===== src/rtl/misr_pkg.sv =====
`default_nettype none
// ============================================================================
// Module      : misr_pkg
// Description : Register map, control bits and FSM states shared by the
//               MISR bus driver.
// Revision    : 1.0
// ============================================================================
package misr_pkg;

    localparam logic [7:0] c_reg_control      = 8'h00;
    localparam logic [7:0] c_reg_coefficients = 8'h40;
    localparam logic [7:0] c_reg_signature    = 8'h80;
    localparam logic [7:0] c_reg_done         = 8'hC0;

    localparam int c_ctrl_enable_bit     = 0;
    localparam int c_ctrl_misr_reset_bit = 1;
    localparam int c_done_bit            = 0;

    typedef enum logic [3:0] {
        S_IDLE      = 4'd0,
        S_CFG_CTRL  = 4'd1,
        S_CFG_COEF  = 4'd2,
        S_STREAM    = 4'd3,
        S_POLL_REQ  = 4'd4,
        S_POLL_WAIT = 4'd5,
        S_SIG_REQ   = 4'd6,
        S_SIG_WAIT  = 4'd7,
        S_FINISH    = 4'd8
    } state_e;

endpackage
`default_nettype wire


===== src/rtl/misr_bus_driver_if.sv =====
`default_nettype none
// ============================================================================
// Module      : misr_bus_driver_if
// Description : Simple request/write-enable bus between driver and MISR.
// Revision    : 1.0
// ============================================================================
interface misr_bus_driver_if #(
    parameter int NBIT_DATA = 64,
    parameter int NBIT_ADDR = 64
);
    logic                 req;
    logic                 we;
    logic [NBIT_ADDR-1:0] addr;
    logic [NBIT_DATA-1:0] data;
    logic [NBIT_DATA-1:0] rdata;

    modport master (output req, output we, output addr, output data, input rdata);
    modport slave  (input req, input we, input addr, input data, output rdata);
endinterface
`default_nettype wire


===== src/rtl/lfsr64.sv =====
`default_nettype none
// ============================================================================
// Module      : lfsr64
// Description : 64-bit right-shifting Galois LFSR, x^64+x^63+x^61+x^60+1.
// Revision    : 1.0
// ============================================================================
module lfsr64 (
    input  wire logic        clk_i,
    input  wire logic        rst_ni,
    input  wire logic        load,
    input  wire logic        enable,
    input  wire logic [63:0] seed,
    output logic      [63:0] state
);
    localparam logic [63:0] c_taps = 64'hD800_0000_0000_0000;

    logic [63:0] r_state;

    // An all-zero state would lock up, so a zero seed loads 1 instead.
    always_ff @(posedge clk_i or negedge rst_ni) begin
        if (!rst_ni) begin
            r_state <= '0;
        end else if (load) begin
            r_state <= (seed == 64'd0) ? 64'd1 : seed;
        end else if (enable) begin
            r_state <= r_state[0] ? ((r_state >> 1) ^ c_taps) : (r_state >> 1);
        end
    end

    assign state = r_state;
endmodule
`default_nettype wire


===== src/rtl/misr_bus_driver.sv =====
`default_nettype none
// ============================================================================
// Module      : misr_bus_driver
// Description : Configures a MISR peripheral, streams LFSR stimulus, polls
//               DONE, reads the signature and compares against golden.
// Revision    : 1.0
// ============================================================================
module misr_bus_driver
    import misr_pkg::*;
#(
    parameter int                   NBIT_DATA   = 64,
    parameter int                   NBIT_ADDR   = 64,
    parameter logic [NBIT_ADDR-1:0] START_ADDR  = NBIT_ADDR'(2**25),
    parameter int                   NUM_SAMPLES = 64,
    parameter int                   POLL_MAX    = 16
) (
    input  wire logic                 clk_i,
    input  wire logic                 rst_ni,
    input  wire logic                 start_i,
    input  wire logic [NBIT_DATA-1:0] coeff_i,
    input  wire logic [NBIT_DATA-1:0] seed_i,
    input  wire logic [NBIT_DATA-1:0] golden_i,
    misr_bus_driver_if.master         bus,
    output logic                      busy_o,
    output logic                      done_o,
    output logic                      pass_o,
    output logic                      timeout_o,
    output logic [NBIT_DATA-1:0]      signature_o
);
    localparam int                   c_cnt_w     = $clog2(NUM_SAMPLES + 1);
    localparam logic [NBIT_ADDR-1:0] c_addr_ctrl = START_ADDR + NBIT_ADDR'(c_reg_control);
    localparam logic [NBIT_ADDR-1:0] c_addr_coef = START_ADDR + NBIT_ADDR'(c_reg_coefficients);
    localparam logic [NBIT_ADDR-1:0] c_addr_sig  = START_ADDR + NBIT_ADDR'(c_reg_signature);
    localparam logic [NBIT_ADDR-1:0] c_addr_done = START_ADDR + NBIT_ADDR'(c_reg_done);
    localparam logic [NBIT_ADDR-1:0] c_addr_mask = START_ADDR - NBIT_ADDR'(1);
    localparam logic [NBIT_DATA-1:0] c_ctrl_word = (NBIT_DATA'(1) << c_ctrl_enable_bit)
                                                 | (NBIT_DATA'(1) << c_ctrl_misr_reset_bit);

    state_e               r_state, w_next_state;
    logic [NBIT_DATA-1:0] r_coeff, r_golden, r_signature;
    logic [c_cnt_w-1:0]   r_stream_cnt;
    logic [7:0]           r_poll_cnt;
    logic [7:0]           w_poll_inc;
    logic                 r_pass, r_timeout;
    logic                 w_start_accept;
    logic [63:0]          w_lfsr_state;
    logic                 w_req, w_we;
    logic [NBIT_ADDR-1:0] w_addr;
    logic [NBIT_DATA-1:0] w_data;

    assign w_start_accept = (r_state == S_IDLE) && start_i;
    assign w_poll_inc     = r_poll_cnt + 8'd1;

    lfsr64 u_lfsr (
        .clk_i  (clk_i),
        .rst_ni (rst_ni),
        .load   (w_start_accept),
        .enable (r_state == S_STREAM),
        .seed   (64'(seed_i)),
        .state  (w_lfsr_state)
    );

    always_ff @(posedge clk_i or negedge rst_ni) begin
        if (!rst_ni) r_state <= S_IDLE;
        else         r_state <= w_next_state;
    end

    always_comb begin
        w_next_state = r_state;
        w_req        = 1'b0;
        w_we         = 1'b0;
        w_addr       = '0;
        w_data       = '0;
        case (r_state)
            S_IDLE:      if (start_i) w_next_state = S_CFG_CTRL;
            S_CFG_CTRL: begin
                {w_req, w_we} = 2'b11;
                w_addr        = c_addr_ctrl;
                w_data        = c_ctrl_word;
                w_next_state  = S_CFG_COEF;
            end
            S_CFG_COEF: begin
                {w_req, w_we} = 2'b11;
                w_addr        = c_addr_coef;
                w_data        = r_coeff;
                w_next_state  = S_STREAM;
            end
            S_STREAM: begin
                // Masking with START_ADDR-1 keeps stimulus below the register window.
                w_req  = 1'b1;
                w_addr = NBIT_ADDR'(w_lfsr_state) & c_addr_mask;
                w_data = NBIT_DATA'(w_lfsr_state);
                if (r_stream_cnt == c_cnt_w'(NUM_SAMPLES - 1)) w_next_state = S_POLL_REQ;
            end
            S_POLL_REQ: begin
                w_req        = 1'b1;
                w_addr       = c_addr_done;
                w_next_state = S_POLL_WAIT;
            end
            S_POLL_WAIT: begin
                if (bus.rdata[c_done_bit])           w_next_state = S_SIG_REQ;
                else if (w_poll_inc == 8'(POLL_MAX)) w_next_state = S_FINISH;
                else                                 w_next_state = S_POLL_REQ;
            end
            S_SIG_REQ: begin
                w_req        = 1'b1;
                w_addr       = c_addr_sig;
                w_next_state = S_SIG_WAIT;
            end
            S_SIG_WAIT:  w_next_state = S_FINISH;
            S_FINISH:    w_next_state = S_IDLE;
            default:     w_next_state = S_IDLE;
        endcase
    end

    always_ff @(posedge clk_i or negedge rst_ni) begin
        if (!rst_ni) begin
            r_coeff      <= '0;
            r_golden     <= '0;
            r_signature  <= '0;
            r_stream_cnt <= '0;
            r_poll_cnt   <= '0;
            r_pass       <= 1'b0;
            r_timeout    <= 1'b0;
        end else begin
            if (w_start_accept) begin
                r_coeff      <= coeff_i;
                r_golden     <= golden_i;
                r_stream_cnt <= '0;
                r_poll_cnt   <= '0;
                r_pass       <= 1'b0;
                r_timeout    <= 1'b0;
            end
            if (r_state == S_STREAM) r_stream_cnt <= r_stream_cnt + c_cnt_w'(1);
            if (r_state == S_POLL_WAIT && !bus.rdata[c_done_bit]) begin
                r_poll_cnt <= w_poll_inc;
                if (w_poll_inc == 8'(POLL_MAX)) r_timeout <= 1'b1;
            end
            if (r_state == S_SIG_WAIT) begin
                r_signature <= bus.rdata;
                r_pass      <= (bus.rdata == r_golden);
            end
        end
    end

    assign bus.req     = w_req;
    assign bus.we      = w_we;
    assign bus.addr    = w_addr;
    assign bus.data    = w_data;
    assign busy_o      = (r_state != S_IDLE) && (r_state != S_FINISH);
    assign done_o      = (r_state == S_FINISH);
    assign pass_o      = r_pass;
    assign timeout_o   = r_timeout;
    assign signature_o = r_signature;
endmodule
`default_nettype wire


===== src/flat_wrapper.sv =====
// flat-port wrapper written by rule: the top's interface ports become plain ports
module misr_bus_driver_flat import misr_pkg::*;
#(
    parameter int                   NBIT_DATA   = 64,
    parameter int                   NBIT_ADDR   = 64,
    parameter logic [NBIT_ADDR-1:0] START_ADDR  = NBIT_ADDR'(2**25),
    parameter int                   NUM_SAMPLES = 64,
    parameter int                   POLL_MAX    = 16
)
  (clk_i, rst_ni, start_i, coeff_i, seed_i, golden_i, busy_o, done_o, pass_o, timeout_o, signature_o, bus_req, bus_we, bus_addr, bus_data, bus_rdata);
  misr_bus_driver_if #(.NBIT_DATA(NBIT_DATA), .NBIT_ADDR(NBIT_ADDR)) bus_i ();
  input  wire logic clk_i;
  input  wire logic rst_ni;
  input  wire logic start_i;
  input  wire logic [NBIT_DATA-1:0] coeff_i;
  input  wire logic [NBIT_DATA-1:0] seed_i;
  input  wire logic [NBIT_DATA-1:0] golden_i;
  output logic busy_o;
  output logic done_o;
  output logic pass_o;
  output logic timeout_o;
  output logic [NBIT_DATA-1:0] signature_o;
  output wire logic [$bits(bus_i.req)-1:0] bus_req;
  output wire logic [$bits(bus_i.we)-1:0] bus_we;
  output wire logic [$bits(bus_i.addr)-1:0] bus_addr;
  output wire logic [$bits(bus_i.data)-1:0] bus_data;
  input wire logic [$bits(bus_i.rdata)-1:0] bus_rdata;
  assign bus_req = bus_i.req;
  assign bus_we = bus_i.we;
  assign bus_addr = bus_i.addr;
  assign bus_data = bus_i.data;
  assign bus_i.rdata = bus_rdata;
  misr_bus_driver #(.NBIT_DATA(NBIT_DATA), .NBIT_ADDR(NBIT_ADDR), .START_ADDR(START_ADDR), .NUM_SAMPLES(NUM_SAMPLES), .POLL_MAX(POLL_MAX)) u_core (.clk_i(clk_i), .rst_ni(rst_ni), .start_i(start_i), .coeff_i(coeff_i), .seed_i(seed_i), .golden_i(golden_i), .bus(bus_i), .busy_o(busy_o), .done_o(done_o), .pass_o(pass_o), .timeout_o(timeout_o), .signature_o(signature_o));
endmodule

===== config.mk =====
export PLATFORM = sky130hd
export DESIGN_NAME = misr_bus_driver_flat
export DESIGN_NICKNAME = d
export VERILOG_FILES = /design/src/rtl/misr_pkg.sv /design/src/rtl/misr_bus_driver_if.sv /design/src/rtl/lfsr64.sv /design/src/rtl/misr_bus_driver.sv /design/src/flat_wrapper.sv
export SDC_FILE = /design/constraint.sdc
export NUM_CORES = 1
export LEC_CHECK = 0
export CORE_AREA = 2 2 177 179
export CTS_CLUSTER_DIAMETER = 50
export DETAILED_ROUTE_END_ITERATION = 10
export DIE_AREA = 0 0 179 181
export GPL_TIMING_DRIVEN = 0
export HOLD_SLACK_MARGIN = 0.06
export PLACE_DENSITY = 0.81
export SLEW_MARGIN = 10
export SYNTH_ARGS = -nofsm -noshare
export SYNTH_HDL_FRONTEND = slang
export SYNTH_SLANG_ARGS = --single-unit

===== constraint.sdc =====
create_clock -name clk_i -period 2.75 [get_ports clk_i]
set_clock_uncertainty 0.2 [all_clocks]
set_input_delay 0.55 -clock clk_i [delete_from_list [all_inputs] [get_ports clk_i]]
set_output_delay 0.55 -clock clk_i [all_outputs]
set_load 0.005 [all_outputs]

==> results_dict.tcl, run 1 <==
set metrics [dict create \
    status "finished, violations left" \
    violations "negative setup slack" \
    cp_max_fo 7 \
    drc 0 \
    hold_violations 0 \
    critical_path_class "register to primary output" \
    yosysWarnings 0 \
    cts.sinks 277 \
    die_h_um 181 \
    clkLatencyLatePin_ps 500 \
    cts_tree "done" \
    cpMostUsedCell "buf_6" \
    drt-pass1-iter-count 7 \
    drt_wl_total_um 50700 \
    maxSlewHeadroom_pct 41.3 \
    synth_common_cells "578 x nand2_1, 277 x dfrtp_1, 64 x mux2_2" \
    via_per_inst 5.37 \
    fin_util_pct 65.8 \
    hpwl_um 35300 \
    maxCapViolations 0 \
    numPortBuffers 418 \
    powerDensity_mw_per_mm2 841 \
    ys.flop_type "dfrtp_1" \
    synth_top_area_cell "dfrtp_1" \
    rrSetupSlack_ps 170 \
    ff_latch_area_mm2 0.00693 \
    drtIter0Drc 994 \
    final_max_slew_viol_count 0 \
    htree_levels 2 \
    synthArstFlopShare_pct 100 \
    synth_area_mm2 0.0131 \
    period_share_pct 112 \
    cp_cell_sequence "or2_1 > buf_6 > nor3_4 > buf_12 > buf_8 > buf_12 > buf_6 > buf_6 > buf_6 > nand2_4 > nand2_2 > buf_2" \
    dp_slack_ps -434 \
    final_nets 2258 \
    die-area_mm2 0.0324 \
    avgSynthCellArea_um2 9.15 \
    seq_area_frac_synth_pct 53.0 \
    cts_buffers 34 \
    rows 64 \
    globalRouteOverflowTotal 0 \
    p_leak_uw 0.00981 \
    grt_antenna_before_repair 4 \
    grt_util_all_layers_pct 29.4 \
    synth_most_common_cell "nand2_1" \
    clk_pin_slew_worst_paths_ps 60 \
    timing.fmax_ghz 0.325 \
    core_area_mm2 0.0303 \
    drive_above_1_share_pct 22.3 \
    worst_pin_slew_ps 880 \
    timing.final.crit_period_ps 3080 \
    worstRegToRegCells 6 \
    wl_per_cell_um 21.0 \
    initial_core_util_pct 43.1 \
    n_fill_cell 2250 \
    synth_seq_cells 277 \
    setup_viol 72 \
    ant_nets 0 \
    slowest_stage "dfrtp_2" \
    rsz0062_at_grt "true" \
    cp-start-kind "register" \
    place_congestion 0.900 \
    cp.arrival_ps 2330 \
    netlist_instances 1428 \
    r2r_start "u_core.r_state[3]$_DFFE_PN0P_" \
    synth_area_leaders "dfrtp_1 53%, nand2_1 17%, mux2_2 5.5%, xor2_1 4.2%, buf_4 2.3%" \
    yosys.area.top_type_share_pct 53.0 \
    grt_max_degree 110 \
    r2r-end "u_core.u_lfsr.state[58]$_DFFE_PN0P_" \
    required_ps 2000 \
    grt_pass1_wl_um 72500 \
    peakVddDrop_uv 659 \
    slowest_delay_ps 430 \
    fp.dieW_um 179 \
    synth_cell_types 49 \
    timing.critical_path.to "bus_data[30]" \
    critPathLaunch "u_core.r_state[3]$_DFFE_PN0P_" \
    vias 13000 \
    area_delta_synth_final_pct 52.9 \
    grt_pass1_vias 12900 \
    cts_root_buffer "clkbuf_16" \
    cp-end-kind "primary output" \
    min_path_type "register to register" \
    clk_path_buf_depth 3 \
    pin_count 457 \
    setup_slack_ps -326 \
    synth_edf_count 0 \
    multi_input_area_mm2 0.00581 \
]
## critical path, delay by kind of cell, from the launching register on
family                 cells  cell delay (ps)
buffers and inverters      8              880
flip-flops                 1              430
AND/OR/NAND/NOR            4              500
## state kept, by name, summed over array words and instances, names as in the netlist
name,count
u_core.pass_o,1
u_core.r_coeff,64
u_core.r_golden,64
u_core.r_poll_cnt,8
u_core.r_state,4
u_core.r_stream_cnt,7
u_core.signature_o,64
u_core.timeout_o,1
u_core.u_lfsr.state,64
## layout by cell type, fill, tap and decap left out, types with 4 or more instances in the layout
master           netlist  final
clkbuf_8               0      9
nor4_1                30     30
buf_6                 15     72
conb_1                 1     38
buf_2                 27     81
o21ai_1               16     16
a21o_1                21     21
nand2_1              578    524
diode_2                0      5
buf_12                 0      6
a21oi_1               27     27
buf_1                  7      7
nand3_1                9      9
mux2_2                64     64
buf_8                  0     12
nand2_4                0     15
dlygate4sd2_1          0      5
nor3_1                10      9
o21ai_0               28     28
a31oi_1               42     42
clkdlybuf4s50_1        0    326
xnor2_1               10     10
clkbuf_16              0     38
nand4_1               13     13
inv_6                  0      4
clkbuf_1              27     30
dfrtp_1              277    276
buf_4                 40     66
and2_4                 4     23
nand2_2                0     39
xor2_1                62     62
nor2_1                59     59
## logic make-up (layout without fill, tap and decap cells)
logic type                 Yosys count  in the layout  synth area share (%)
and+or+nand+nor                    740            740                  23.5
DFF                                277            277                  53.0
muxes                               67             67                  5.75
xor gates and xnor gates            72             72                  4.83
other                                1             43                0.0287
buffers and inverters              120            671                  5.73
AOI/OAI and AO/OA                  148            148                  6.85
adders and majority gates            3              3                 0.287
## per-layer routing
| layer | track usage, % | routed length [µm] |
|---|---|---|
| met5 | 0 | 0 |
| met4 | 15.7 | 3360 |
| met3 | 6.46 | 4580 |
| met2 | 51.7 | 24900 |
| met1 | 32.7 | 17900 |
## per-stage QoR
| stage | total power [µW] | hold WS, ps | cell area (µm²) | std cells | setup TNS, ps |
|---|---|---|---|---|---|
| CTS | 16000 | 277 | 19500 | 2389 | -18370 |
| detailed placement | 11500 | 263 | 17900 | 2281 | -20240 |
| global placement | 11400 | 258 | 17900 | 2279 | -3080700 |
| global route | 17600 | 296 | 20000 | 2416 | -14680 |
| floorplan | 8630 | 54.4 | 13200 | 1465 | 0 |
| finish | 16800 | 277 | 20000 | 2417 | -9750 |
## how the worst min path moves through the flow
stage / from / endpoint / slack (ps) / depth (start not counted)
after CTS: u_core.r_coeff[15]$_DFFE_PN0P_ / u_core.r_coeff[15]$_DFFE_PN0P_ / 280 / 2
after global routing: u_core.r_stream_cnt[6]$_DFFE_PN0P_ / u_core.r_stream_cnt[6]$_DFFE_PN0P_ / 300 / 1
after global placement: u_core.r_coeff[31]$_DFFE_PN0P_ / u_core.r_coeff[31]$_DFFE_PN0P_ / 260 / 2
after floorplan: rst_ni / u_core.pass_o$_DFFE_PN0P_ / 50 / 0
after detailed placement: u_core.r_coeff[41]$_DFFE_PN0P_ / u_core.r_coeff[41]$_DFFE_PN0P_ / 260 / 2
final: u_core.r_stream_cnt[6]$_DFFE_PN0P_ / u_core.r_stream_cnt[6]$_DFFE_PN0P_ / 280 / 1
## report_power, final
part	total, µW	switching [µW]	internal [µW]
Combinational	6050	2940	3110
Clock	4320	1770	2550
Sequential	6430	1020	5410
## layout make-up
class	count	share of cell area, %
flip-flops and latches	277	34.7
plain buffers	111	3.58
well taps	396	2.48
clock inverters	9	0.345
clock buffers	47	5.01
multi-input cells	1068	29.1
diodes	5	0.0626
inverters	3	0.0564
repair buffers	501	24.7
## repair_timing
| item | CTS | global route |
|---|---|---|
| hold endpoints to repair | 86 | 0 |
| buffers inserted | 50 | 28 |
| cloned | 2 | 3 |
| hold buffers | 1 | 0 |
| endpoints found under the setup margin | 92 | 87 |
| pin swaps | 38 | 20 |
| gates resized for setup | 441 | 94 |
Note: power is estimated with default switching activity, not from simulation.
==> run 2, diff against run 1 <==
--- a/config.mk
+++ b/config.mk
@@ -5,10 +5,10 @@
 export SDC_FILE = /design/constraint.sdc
 export NUM_CORES = 1
 export LEC_CHECK = 0
-export CORE_AREA = 2 2 177 179
+export CORE_ASPECT_RATIO = 0.8
+export CORE_UTILIZATION = 41
 export CTS_CLUSTER_DIAMETER = 50
 export DETAILED_ROUTE_END_ITERATION = 10
-export DIE_AREA = 0 0 179 181
 export GPL_TIMING_DRIVEN = 0
 export HOLD_SLACK_MARGIN = 0.06
 export PLACE_DENSITY = 0.81
==> constraint.sdc (replaced) <==
create_clock -name clk_i -period 2.8 [get_ports clk_i]
set_clock_uncertainty 0.2 [all_clocks]
set_input_delay 0.56 -clock clk_i [delete_from_list [all_inputs] [get_ports clk_i]]
set_output_delay 0.56 -clock clk_i [all_outputs]
set_load 0.005 [all_outputs]
==> results_dict.tcl, run 2 (synthesized netlist as in run 1, its figures left out) <==
set metrics [dict create \
    status "finished, violations left" \
    violations "negative setup slack" \
    core_area_mm2 0.0314 \
    drtIter0Drc 889 \
    area_delta_synth_final_pct 56.4 \
    cp_max_fo 10 \
    final_common_cell "nand2_1" \
    drt_wl_total_um 50900 \
    initial_core_util_pct 41.6 \
    maxSlewHeadroom_pct 52.5 \
    ant_nets 0 \
    globalRouteOverflowTotal 0 \
    wl_per_cell_um 20.6 \
    cts_buffers 31 \
    rsz0062_at_grt "true" \
    layout_common_cells "487 x nand2_1, 325 x clkdlybuf4s50_1, 276 x dfrtp_1" \
    final_max_slew_viol_count 0 \
    met2_length_um 24900 \
    place_congestion 0.892 \
    clkLatencyLatePin_ps 590 \
    required_ps 2040 \
    power_uw 16900 \
    via_per_inst 5.26 \
    cp-end-kind "primary output" \
    final_area_mm2 0.0204 \
    clk_pin_slew_worst_paths_ps 60 \
    drive_above_1_share_pct 25.0 \
    dpl_cell_area_mm2 0.0180 \
    hold_violations 0 \
    htree_levels 1 \
    timing.final.crit_period_ps 3060 \
    pin_count 457 \
    grt_max_degree 108 \
    period_share_pct 109 \
    hpwl_um 35200 \
    dr_wl_met3_um 4390 \
    grt_antenna_before_repair 5 \
    grt_pass1_vias 12900 \
    grt_util_all_layers_pct 29.7 \
    hold_ws_ps 284 \
    ff_latch_area_mm2 0.00693 \
    n_fill_cell 2307 \
    wl_met1_um 18700 \
    setup_slack_ps -259 \
    peakVddDrop_uv 525 \
    timing.fmax_ghz 0.327 \
    min_path_type "register to register" \
    clk_path_buf_depth 3 \
    cts_root_buffer "clkbuf_16" \
    grt_pass1_wl_um 74200 \
    die_h_um 162 \
    worst_pin_slew_ps 713 \
    p_leak_uw 0.0100 \
    fp.dieW_um 202 \
    cts.sinks 277 \
    drt-pass1-iter-count 5 \
    critical_path_class "register to primary output" \
    maxCapViolations 0 \
    cp.arrival_ps 2300 \
    numPortBuffers 418 \
    die-area_mm2 0.0326 \
    setup_viol 83 \
    multi_input_area_mm2 0.00595 \
    cts_tree "done" \
    highest_layer "met4" \
    cp-start-kind "register" \
    final_nets 2277 \
    rows 58 \
    powerDensity_mw_per_mm2 825 \
    drc 0 \
    vias 13000 \
]
## run 2: timing repair
action,4_1_cts,5_1_grt
cloned,7,1
endpoints found under the hold margin,87,0
pin swaps,81,42
gates resized for setup,527,97
setup buffers,66,36
hold buffers,1,0
setup endpoints to repair,93,89
## run 2: cell type report
class,count,area share [%]
Clock buffer,41,4.23
Buffer,112,3.82
Timing Repair Buffer,522,25.6
Antenna cell,4,0.0490
Clock inverter,16,0.667
Sequential cell,277,33.9
Tap cell,420,2.57
Inverter,3,0.0735
Multi-Input combinational cell,1068,29.1
## run 2: metal layers
layer	up-vias	GRT usage, %
met3	170	7.36
met5	-	0
met4	0	14.9
met2	721	51.1
li1	5784	-
met1	6285	34.7
## run 2: critical path, stage by stage (launching register included)
cell,delay (ps)
dfrtp_1,370
buf_6,170
clkinvlp_4,150
nor3_4,270
buf_12,180
buf_12,130
buf_8,110
buf_6,90
a21o_1,100
buf_2,110
## run 2: power breakdown
| part | switching [µW] | internal, µW |
|---|---|---|
| clock network | 1750 | 2270 |
| registers | 1020 | 5310 |
| logic | 3030 | 3470 |
## run 2: worst paths after layout
check | start | to | slack, ps | depth (start not counted)
worst max-delay path | u_core.r_state[1]$_DFFE_PN0P_ | bus_data[16] | -260 | 9
worst min-delay path | u_core.r_coeff[4]$_DFFE_PN0P_ | u_core.r_coeff[4]$_DFFE_PN0P_ | 280 | 2
worst max register to register | u_core.r_state[3]$_DFFE_PN0P_ | u_core.r_coeff[3]$_DFFE_PN0P_ | 310 | 7
worst min register to register | u_core.r_coeff[4]$_DFFE_PN0P_ | u_core.r_coeff[4]$_DFFE_PN0P_ | 280 | 2
max in group asynchronous | rst_ni | u_core.signature_o[32]$_DFFE_PN0P_ | 990 | 3
min in group asynchronous | rst_ni | u_core.signature_o[10]$_DFFE_PN0P_ | 420 | 2
## run 2: per-stage QoR
stage	cells	setup slack [ps]	util (%)	TNS, ps
after floorplan	1465	565	-	0
after global placement	2303	-11020	57.0	-3059700
after detailed placement	2305	-379	57.2	-16000
after CTS	2434	-377	63.5	-22150
after global routing	2463	-352	65.0	-18910
final	2463	-259	65.0	-12020
